<file path="config.mk">
export PLATFORM = sky130hd
export DESIGN_NAME = unified_mem_arbiter_flat
export DESIGN_NICKNAME = d
export VERILOG_FILES = /design/src/rtl/unified_mem_arbiter_if.sv /design/src/rtl/unified_mem_arbiter.sv /design/src/flat_wrapper.sv
export SDC_FILE = /design/constraint.sdc
export NUM_CORES = 1
export LEC_CHECK = 0
export CAP_MARGIN = 10
export CORE_ASPECT_RATIO = 0.5
export CORE_MARGIN = 5
export CORE_UTILIZATION = 35
export DETAILED_ROUTE_END_ITERATION = 12
export PLACE_DENSITY = 0.69
export SLEW_MARGIN = 20
export SYNTH_ARGS = -nofsm -noshare
export SYNTH_HDL_FRONTEND = slang
export SYNTH_SLANG_ARGS = --single-unit
export TNS_END_PERCENT = 5
</file>
<file path="constraint.sdc">
create_clock -name clk -period 5.12 [get_ports clk]
set_input_delay 1.28 -clock clk [delete_from_list [all_inputs] [get_ports clk]]
set_output_delay 1.28 -clock clk [all_outputs]
set_load 0.02 [all_outputs]
</file>
<file path="src/rtl/unified_mem_arbiter_if.sv">
// rtl/unified_mem_arbiter_if.sv - fetch, data and memory-side signals of the unified memory arbiter
interface unified_mem_arbiter_if #(
   parameter int AW = 10
);
   logic          i_req;
   logic [AW-1:0] i_addr;
   logic [31:0]   i_rdata;
   logic          i_ack;
   logic          i_stall;
   logic          d_req;
   logic          d_we;
   logic [3:0]    d_be;
   logic [AW-1:0] d_addr;
   logic [31:0]   d_wdata;
   logic [31:0]   d_rdata;
   logic          d_ack;
   logic          m_req;
   logic          m_we;
   logic [3:0]    m_be;
   logic [AW-1:0] m_addr;
   logic [31:0]   m_wdata;
   logic [31:0]   m_rdata;
   logic          m_ready;
   logic          owner;
   logic          busy;

   // Arbiter side: takes pipeline requests and memory responses.
   modport slave (
      input  i_req, i_addr, d_req, d_we, d_be, d_addr, d_wdata, m_rdata, m_ready,
      output i_rdata, i_ack, i_stall, d_rdata, d_ack,
      output m_req, m_we, m_be, m_addr, m_wdata, owner, busy
   );

   // Environment side: pipeline requesters plus the memory itself.
   modport master (
      output i_req, i_addr, d_req, d_we, d_be, d_addr, d_wdata, m_rdata, m_ready,
      input  i_rdata, i_ack, i_stall, d_rdata, d_ack,
      input  m_req, m_we, m_be, m_addr, m_wdata, owner, busy
   );
endinterface

</file>
<file path="src/rtl/unified_mem_arbiter.sv">
// rtl/unified_mem_arbiter.sv - IF/MEM arbiter for one single-port unified memory
// Data has priority; fetch is forced through after STARVE_MAX data grants with fetch pending.
module unified_mem_arbiter #(
   parameter int AW         = 10,
   parameter int STARVE_MAX = 4
) (
   input  logic clk,
   input  logic rst,
   unified_mem_arbiter_if.slave bus
);
   localparam int SW = $clog2(STARVE_MAX + 1);

   localparam logic [1:0] IDLE = 2'd0;
   localparam logic [1:0] WAIT = 2'd1;
   localparam logic [1:0] DONE = 2'd2;

   logic [1:0]    state;
   logic [SW-1:0] starve_cnt;
   logic          starved;
   logic          fetch_win;

   assign starved   = (starve_cnt == SW'(STARVE_MAX));
   assign fetch_win = bus.i_req & (~bus.d_req | starved);

   assign bus.busy    = (state != IDLE);
   assign bus.i_stall = bus.i_req & ~bus.i_ack;

   always_ff @(posedge clk or posedge rst) begin
      if (rst) begin
         state       <= IDLE;
         starve_cnt  <= '0;
         bus.m_req   <= 1'b0;
         bus.m_we    <= 1'b0;
         bus.m_be    <= 4'h0;
         bus.m_addr  <= '0;
         bus.m_wdata <= 32'h0;
         bus.owner   <= 1'b0;
         bus.i_ack   <= 1'b0;
         bus.d_ack   <= 1'b0;
         bus.i_rdata <= 32'h0;
         bus.d_rdata <= 32'h0;
      end else begin
         bus.i_ack <= 1'b0;
         bus.d_ack <= 1'b0;
         case (state)
            IDLE: begin
               if (bus.i_req || bus.d_req) begin
                  state     <= WAIT;
                  bus.m_req <= 1'b1;
                  if (fetch_win) begin
                     bus.owner   <= 1'b0;
                     bus.m_we    <= 1'b0;
                     bus.m_be    <= 4'hF;
                     bus.m_addr  <= bus.i_addr;
                     bus.m_wdata <= 32'h0;
                     starve_cnt  <= '0;
                  end else begin
                     bus.owner   <= 1'b1;
                     bus.m_we    <= bus.d_we;
                     bus.m_be    <= bus.d_be;
                     bus.m_addr  <= bus.d_addr;
                     bus.m_wdata <= bus.d_wdata;
                     if (bus.i_req && !starved)
                        starve_cnt <= starve_cnt + SW'(1);
                  end
               end
            end
            WAIT: begin
               if (bus.m_ready) begin
                  state     <= DONE;
                  bus.m_req <= 1'b0;
                  bus.i_ack <= ~bus.owner;
                  bus.d_ack <= bus.owner;
                  // Stores leave both read-data holding registers untouched.
                  if (!bus.m_we) begin
                     if (bus.owner)
                        bus.d_rdata <= bus.m_rdata;
                     else
                        bus.i_rdata <= bus.m_rdata;
                  end
               end
            end
            DONE: begin
               state <= IDLE;
            end
            default: begin
               state <= IDLE;
            end
         endcase
      end
   end
endmodule

</file>
<file path="src/flat_wrapper.sv">
// flat-port wrapper written by rule: the top's interface ports become plain ports
module unified_mem_arbiter_flat 
#(
   parameter int AW         = 10,
   parameter int STARVE_MAX = 4
)
  (clk, rst, bus_i_req, bus_i_addr, bus_d_req, bus_d_we, bus_d_be, bus_d_addr, bus_d_wdata, bus_m_rdata, bus_m_ready, bus_i_rdata, bus_i_ack, bus_i_stall, bus_d_rdata, bus_d_ack, bus_m_req, bus_m_we, bus_m_be, bus_m_addr, bus_m_wdata, bus_owner, bus_busy);
  unified_mem_arbiter_if #(.AW(AW)) bus_i ();
  input  logic clk;
  input  logic rst;
  input wire logic [$bits(bus_i.i_req)-1:0] bus_i_req;
  input wire logic [$bits(bus_i.i_addr)-1:0] bus_i_addr;
  input wire logic [$bits(bus_i.d_req)-1:0] bus_d_req;
  input wire logic [$bits(bus_i.d_we)-1:0] bus_d_we;
  input wire logic [$bits(bus_i.d_be)-1:0] bus_d_be;
  input wire logic [$bits(bus_i.d_addr)-1:0] bus_d_addr;
  input wire logic [$bits(bus_i.d_wdata)-1:0] bus_d_wdata;
  input wire logic [$bits(bus_i.m_rdata)-1:0] bus_m_rdata;
  input wire logic [$bits(bus_i.m_ready)-1:0] bus_m_ready;
  output wire logic [$bits(bus_i.i_rdata)-1:0] bus_i_rdata;
  output wire logic [$bits(bus_i.i_ack)-1:0] bus_i_ack;
  output wire logic [$bits(bus_i.i_stall)-1:0] bus_i_stall;
  output wire logic [$bits(bus_i.d_rdata)-1:0] bus_d_rdata;
  output wire logic [$bits(bus_i.d_ack)-1:0] bus_d_ack;
  output wire logic [$bits(bus_i.m_req)-1:0] bus_m_req;
  output wire logic [$bits(bus_i.m_we)-1:0] bus_m_we;
  output wire logic [$bits(bus_i.m_be)-1:0] bus_m_be;
  output wire logic [$bits(bus_i.m_addr)-1:0] bus_m_addr;
  output wire logic [$bits(bus_i.m_wdata)-1:0] bus_m_wdata;
  output wire logic [$bits(bus_i.owner)-1:0] bus_owner;
  output wire logic [$bits(bus_i.busy)-1:0] bus_busy;
  assign bus_i.i_req = bus_i_req;
  assign bus_i.i_addr = bus_i_addr;
  assign bus_i.d_req = bus_d_req;
  assign bus_i.d_we = bus_d_we;
  assign bus_i.d_be = bus_d_be;
  assign bus_i.d_addr = bus_d_addr;
  assign bus_i.d_wdata = bus_d_wdata;
  assign bus_i.m_rdata = bus_m_rdata;
  assign bus_i.m_ready = bus_m_ready;
  assign bus_i_rdata = bus_i.i_rdata;
  assign bus_i_ack = bus_i.i_ack;
  assign bus_i_stall = bus_i.i_stall;
  assign bus_d_rdata = bus_i.d_rdata;
  assign bus_d_ack = bus_i.d_ack;
  assign bus_m_req = bus_i.m_req;
  assign bus_m_we = bus_i.m_we;
  assign bus_m_be = bus_i.m_be;
  assign bus_m_addr = bus_i.m_addr;
  assign bus_m_wdata = bus_i.m_wdata;
  assign bus_owner = bus_i.owner;
  assign bus_busy = bus_i.busy;
  unified_mem_arbiter #(.AW(AW), .STARVE_MAX(STARVE_MAX)) u_core (.clk(clk), .rst(rst), .bus(bus_i));
endmodule
</file>
==> summary.md <==
The run finished with clean final reports. The area of all placed cells without fillers came out at 7560 sq um. Among all cell types in the netlist, the one instantiated most often is sky130_fd_sc_hd__dfrtp_1. Max-cap violations in this run came to 0.

The clock passes through at most 2 buffers. The floorplan die height is 91.7 um. CTS placed an instance of sky130_fd_sc_hd__clkbuf_16 at the clock tree root. The area of the die was 15900 sq um; the quantity of I/O buffers inserted on ports was 210.

Setup violations remaining at the end of the flow were counted as 0. Entering global routing, the biggest net connects 65 pins. The tools report the type of element capturing the critical path as a primary output. Power density normalized to cell area: 696 nW/um^2. The fraction of post-synthesis cell area in the top cell type by area was 0.642; the worst slack on hold paths was 0.497 ns. The tools report the first-pass detailed-route iteration total as 4. The number of library cell types mapped by synthesis is 28, and the overall die width is 173 um. The run gives 21000 um as the first-pass GRT wire length. Counting every instance in the synthesized netlist gives 316. The global-route congestion overflow total is 0. The max-slew violation count is 0.

The logs give 6950 sq um for the instance area at placement and 0.363 for the starting utilization of the core area. Setup repair after global routing left no endpoint under its margin. The final cycle utilization of the critical path is 0.811. The number of antenna violations at the first check in global routing is 0, and the via count is 3405.

Averaged over all synthesized cells, the footprint is 14.8 sq um. After clock tree synthesis, the clock-pin slew on the worst setup and hold paths is 0.05 ns. In this run the core area contains 29 standard-cell rows. The data arrival time of the worst path is 2.87 ns, and the worst voltage drop across the vdd grid is 268 uV. The clock insertion delay at the later pin of the skew report is 0.40 ns. Static timing analysis puts the maximum clock frequency at 0.241 GHz. The number of antenna diodes in the final layout is 0. Final critical path time including I/O delays and setup: 4.15 ns.

TritonCTS built the clock tree. Final estimated routing congestion in global placement: 0.750. The core box area came out at 12900 sq um. The most used flip-flop cell after synthesis was sky130_fd_sc_hd__dfrtp_1.

The logs give 120 for the clock sink total and 0.471 for the headroom to the max-slew limit. Pin placement for this block handled 211 I/O pins. The count of nets left with antenna violations once routing finished came out at 0.

By count the netlist is led by sky130_fd_sc_hd__dfrtp_1 (120), sky130_fd_sc_hd__mux2_2 (62), sky130_fd_sc_hd__a22o_1 (35). In this run the static leakage power is 3.30 nW. In this run the worst path has a maximum fanout of 14. For the number of warnings issued by yosys, the log shows 0.

The count of state elements after synthesis is 120, and the slew at the pin closest to its max-slew limit is 0.793 ns. The async set-reset flop share out of synthesis was 1.00. For the number of hold buffers added after CTS, the log shows 0. The proportion of synthesized chip area in sequential cells is 0.642, and the via density per instance is 4.76. The biggest area contributor in the post-synthesis netlist is sky130_fd_sc_hd__dfrtp_1. The net count of the finished layout is 629. The run gives 3683 as the via count of the first global-routing pass.

The end-of-flow core utilization is 0.587. In this run, CTS created clock tree buffers numbering 17. In the post-synthesis netlist, the biggest area contributors are sky130_fd_sc_hd__dfrtp_1 (64%), sky130_fd_sc_hd__mux2_2 (15%), sky130_fd_sc_hd__a22o_1 (6.6%). The net count after synthesis was 412. The post-synthesis cell area came out at 4680 sq um. Counting flops with a built-in enable in the synthesized netlist gives 0. Adding up every negative setup slack in the final design gives 0 ns. Final routed wirelength across all metal layers: 13300 um. The area growth from synthesis to layout came out at 61.7%. The fraction of final layout cells sized beyond drive strength 1 works out to 0.193. The required time of the critical path was 3.84 ns. The category of the most critical setup path was input pin to primary output. The hold violation count in the final report was 0.

The run gives 0 as the post-cts gate resize count. The tools report the global-route total usage across every layer as 0.167. For this run, design rule violations remaining after detail routing come to 0. The tools report the startpoint type of the worst setup path as an input pin. The detailed router finished its first iteration with 187 violations. After detailed routing, the average wire length per cell comes to 18.6 um. Detailed placement ended at an HPWL of 9240 um. Type of the tightest min-delay check: flop to flop. The clock tree synthesis step divided the H-tree into 4 levels.

The tools report the number of setup buffers added after CTS as 0. Between clock sinks in the finished design, the worst skew comes to 0.00882 ns.
worst max-delay path, stage by stage:
cell                              delay (ns)
sky130_fd_sc_hd__clkdlybuf4s50_1        0.46
sky130_fd_sc_hd__buf_4                  0.19
sky130_fd_sc_hd__inv_1                  0.18
sky130_fd_sc_hd__nor2_1                 0.15
sky130_fd_sc_hd__clkdlybuf4s50_1        0.61
layout make-up:
class                   count  area [sq um]
fillers                  1041          5320
inverters                   6          25.0
repair buffers            218          2160
clock buffers              22           464
clock inverters             9           148
multi-input cells         170          1550
well taps                 170           213
flip-flops and latches    120          3000
stage by stage:
step | total power, mW | instances | worst slack (ns)
6_report | 5.26 | 715 | 0.966
2_1_floorplan | 2.88 | 316 | 0.654
3_3_place_gp | 4.02 | 684 | 1.00
3_5_place_dp | 4.05 | 684 | 0.975
5_1_grt | 5.53 | 715 | 0.892
4_1_cts | 5.34 | 715 | 0.964
logic make-up (layout without fill, tap and decap cells):
logic type,count (synthesis),in the layout,synth area share
compound gates,73,73,0.130
fa+ha+maj,2,2,0.00535
buf+inv,26,255,0.0268
flops,120,120,0.642
mux,65,65,0.157
simple gates,30,30,0.0391
registers in the layout, summed over array words and instances, names as in the netlist:
register,count
u_core.bus.d_rdata,32
u_core.bus.i_rdata,32
u_core.bus.m_wdata,32
u_core.bus.m_addr,10
u_core.bus.m_be,4
u_core.starve_cnt,3
u_core.state,2
u_core.bus.d_ack,1
u_core.bus.i_ack,1
u_core.bus.m_req,1
u_core.bus.m_we,1
u_core.bus.owner,1
cells in the final DEF (no fill, tap or decap):
cell	count
sky130_fd_sc_hd__or2_2	1
sky130_fd_sc_hd__a21boi_1	1
sky130_fd_sc_hd__o21ai_0	11
sky130_fd_sc_hd__clkinv_2	4
sky130_fd_sc_hd__o22a_1	4
sky130_fd_sc_hd__nand3_1	2
sky130_fd_sc_hd__clkdlybuf4s50_1	210
sky130_fd_sc_hd__or3b_2	1
sky130_fd_sc_hd__inv_1	4
sky130_fd_sc_hd__clkinvlp_4	1
sky130_fd_sc_hd__o2bb2ai_1	1
sky130_fd_sc_hd__inv_4	1
sky130_fd_sc_hd__clkbuf_1	3
sky130_fd_sc_hd__buf_4	8
sky130_fd_sc_hd__nand2b_1	2
sky130_fd_sc_hd__a2bb2oi_1	10
sky130_fd_sc_hd__nor2_1	4
sky130_fd_sc_hd__mux2_1	3
sky130_fd_sc_hd__mux2_2	62
sky130_fd_sc_hd__a22o_1	35
sky130_fd_sc_hd__dfrtp_1	120
sky130_fd_sc_hd__nor3_4	1
sky130_fd_sc_hd__clkbuf_16	17
sky130_fd_sc_hd__bufinv_16	4
sky130_fd_sc_hd__clkbuf_8	2
sky130_fd_sc_hd__inv_2	1
sky130_fd_sc_hd__and2_1	2
sky130_fd_sc_hd__nand2_1	13
sky130_fd_sc_hd__ha_1	2
sky130_fd_sc_hd__a21o_1	1
sky130_fd_sc_hd__o211a_1	10
sky130_fd_sc_hd__and3_1	1
sky130_fd_sc_hd__nor2b_1	1
sky130_fd_sc_hd__nand3b_4	2
path summary, 6_finish.rpt:
kind | start | cells after the start | slack (ns) | endpoint
worst max register to register | u_core.state[1]$_DFFE_PP0P_ | 4 | 3.42 | u_core.bus.d_rdata[24]$_DFFE_PP0P_
worst min register to register | u_core.bus.d_rdata[24]$_DFFE_PP0P_ | 1 | 0.50 | u_core.bus.d_rdata[24]$_DFFE_PP0P_
max in group asynchronous | rst | 3 | 2.84 | u_core.bus.i_rdata[30]$_DFFE_PP0P_
min in group asynchronous | rst | 2 | 1.39 | u_core.bus.m_wdata[16]$_DFFE_PP0P_
worst min-delay path | u_core.bus.d_rdata[24]$_DFFE_PP0P_ | 1 | 0.50 | u_core.bus.d_rdata[24]$_DFFE_PP0P_
worst max-delay path | bus_i_req | 5 | 0.97 | bus_i_stall
power breakdown:
group / internal [mW] / total, mW / switching [mW]
clock network: 0.834 / 1.24 / 0.406
registers: 1.40 / 1.65 / 0.250
logic: 1.24 / 2.38 / 1.14
total: 3.47 / 5.26 / 1.79
metal layers:
layer  up-vias  track usage  share of wire
li1       1595            -              -
met1      1704        0.198           0.42
met2        92        0.297           0.52
met3        14       0.0440          0.045
met4         0       0.0571          0.012
met5         -            0              0
Note: power is estimated with default switching activity, not from simulation.
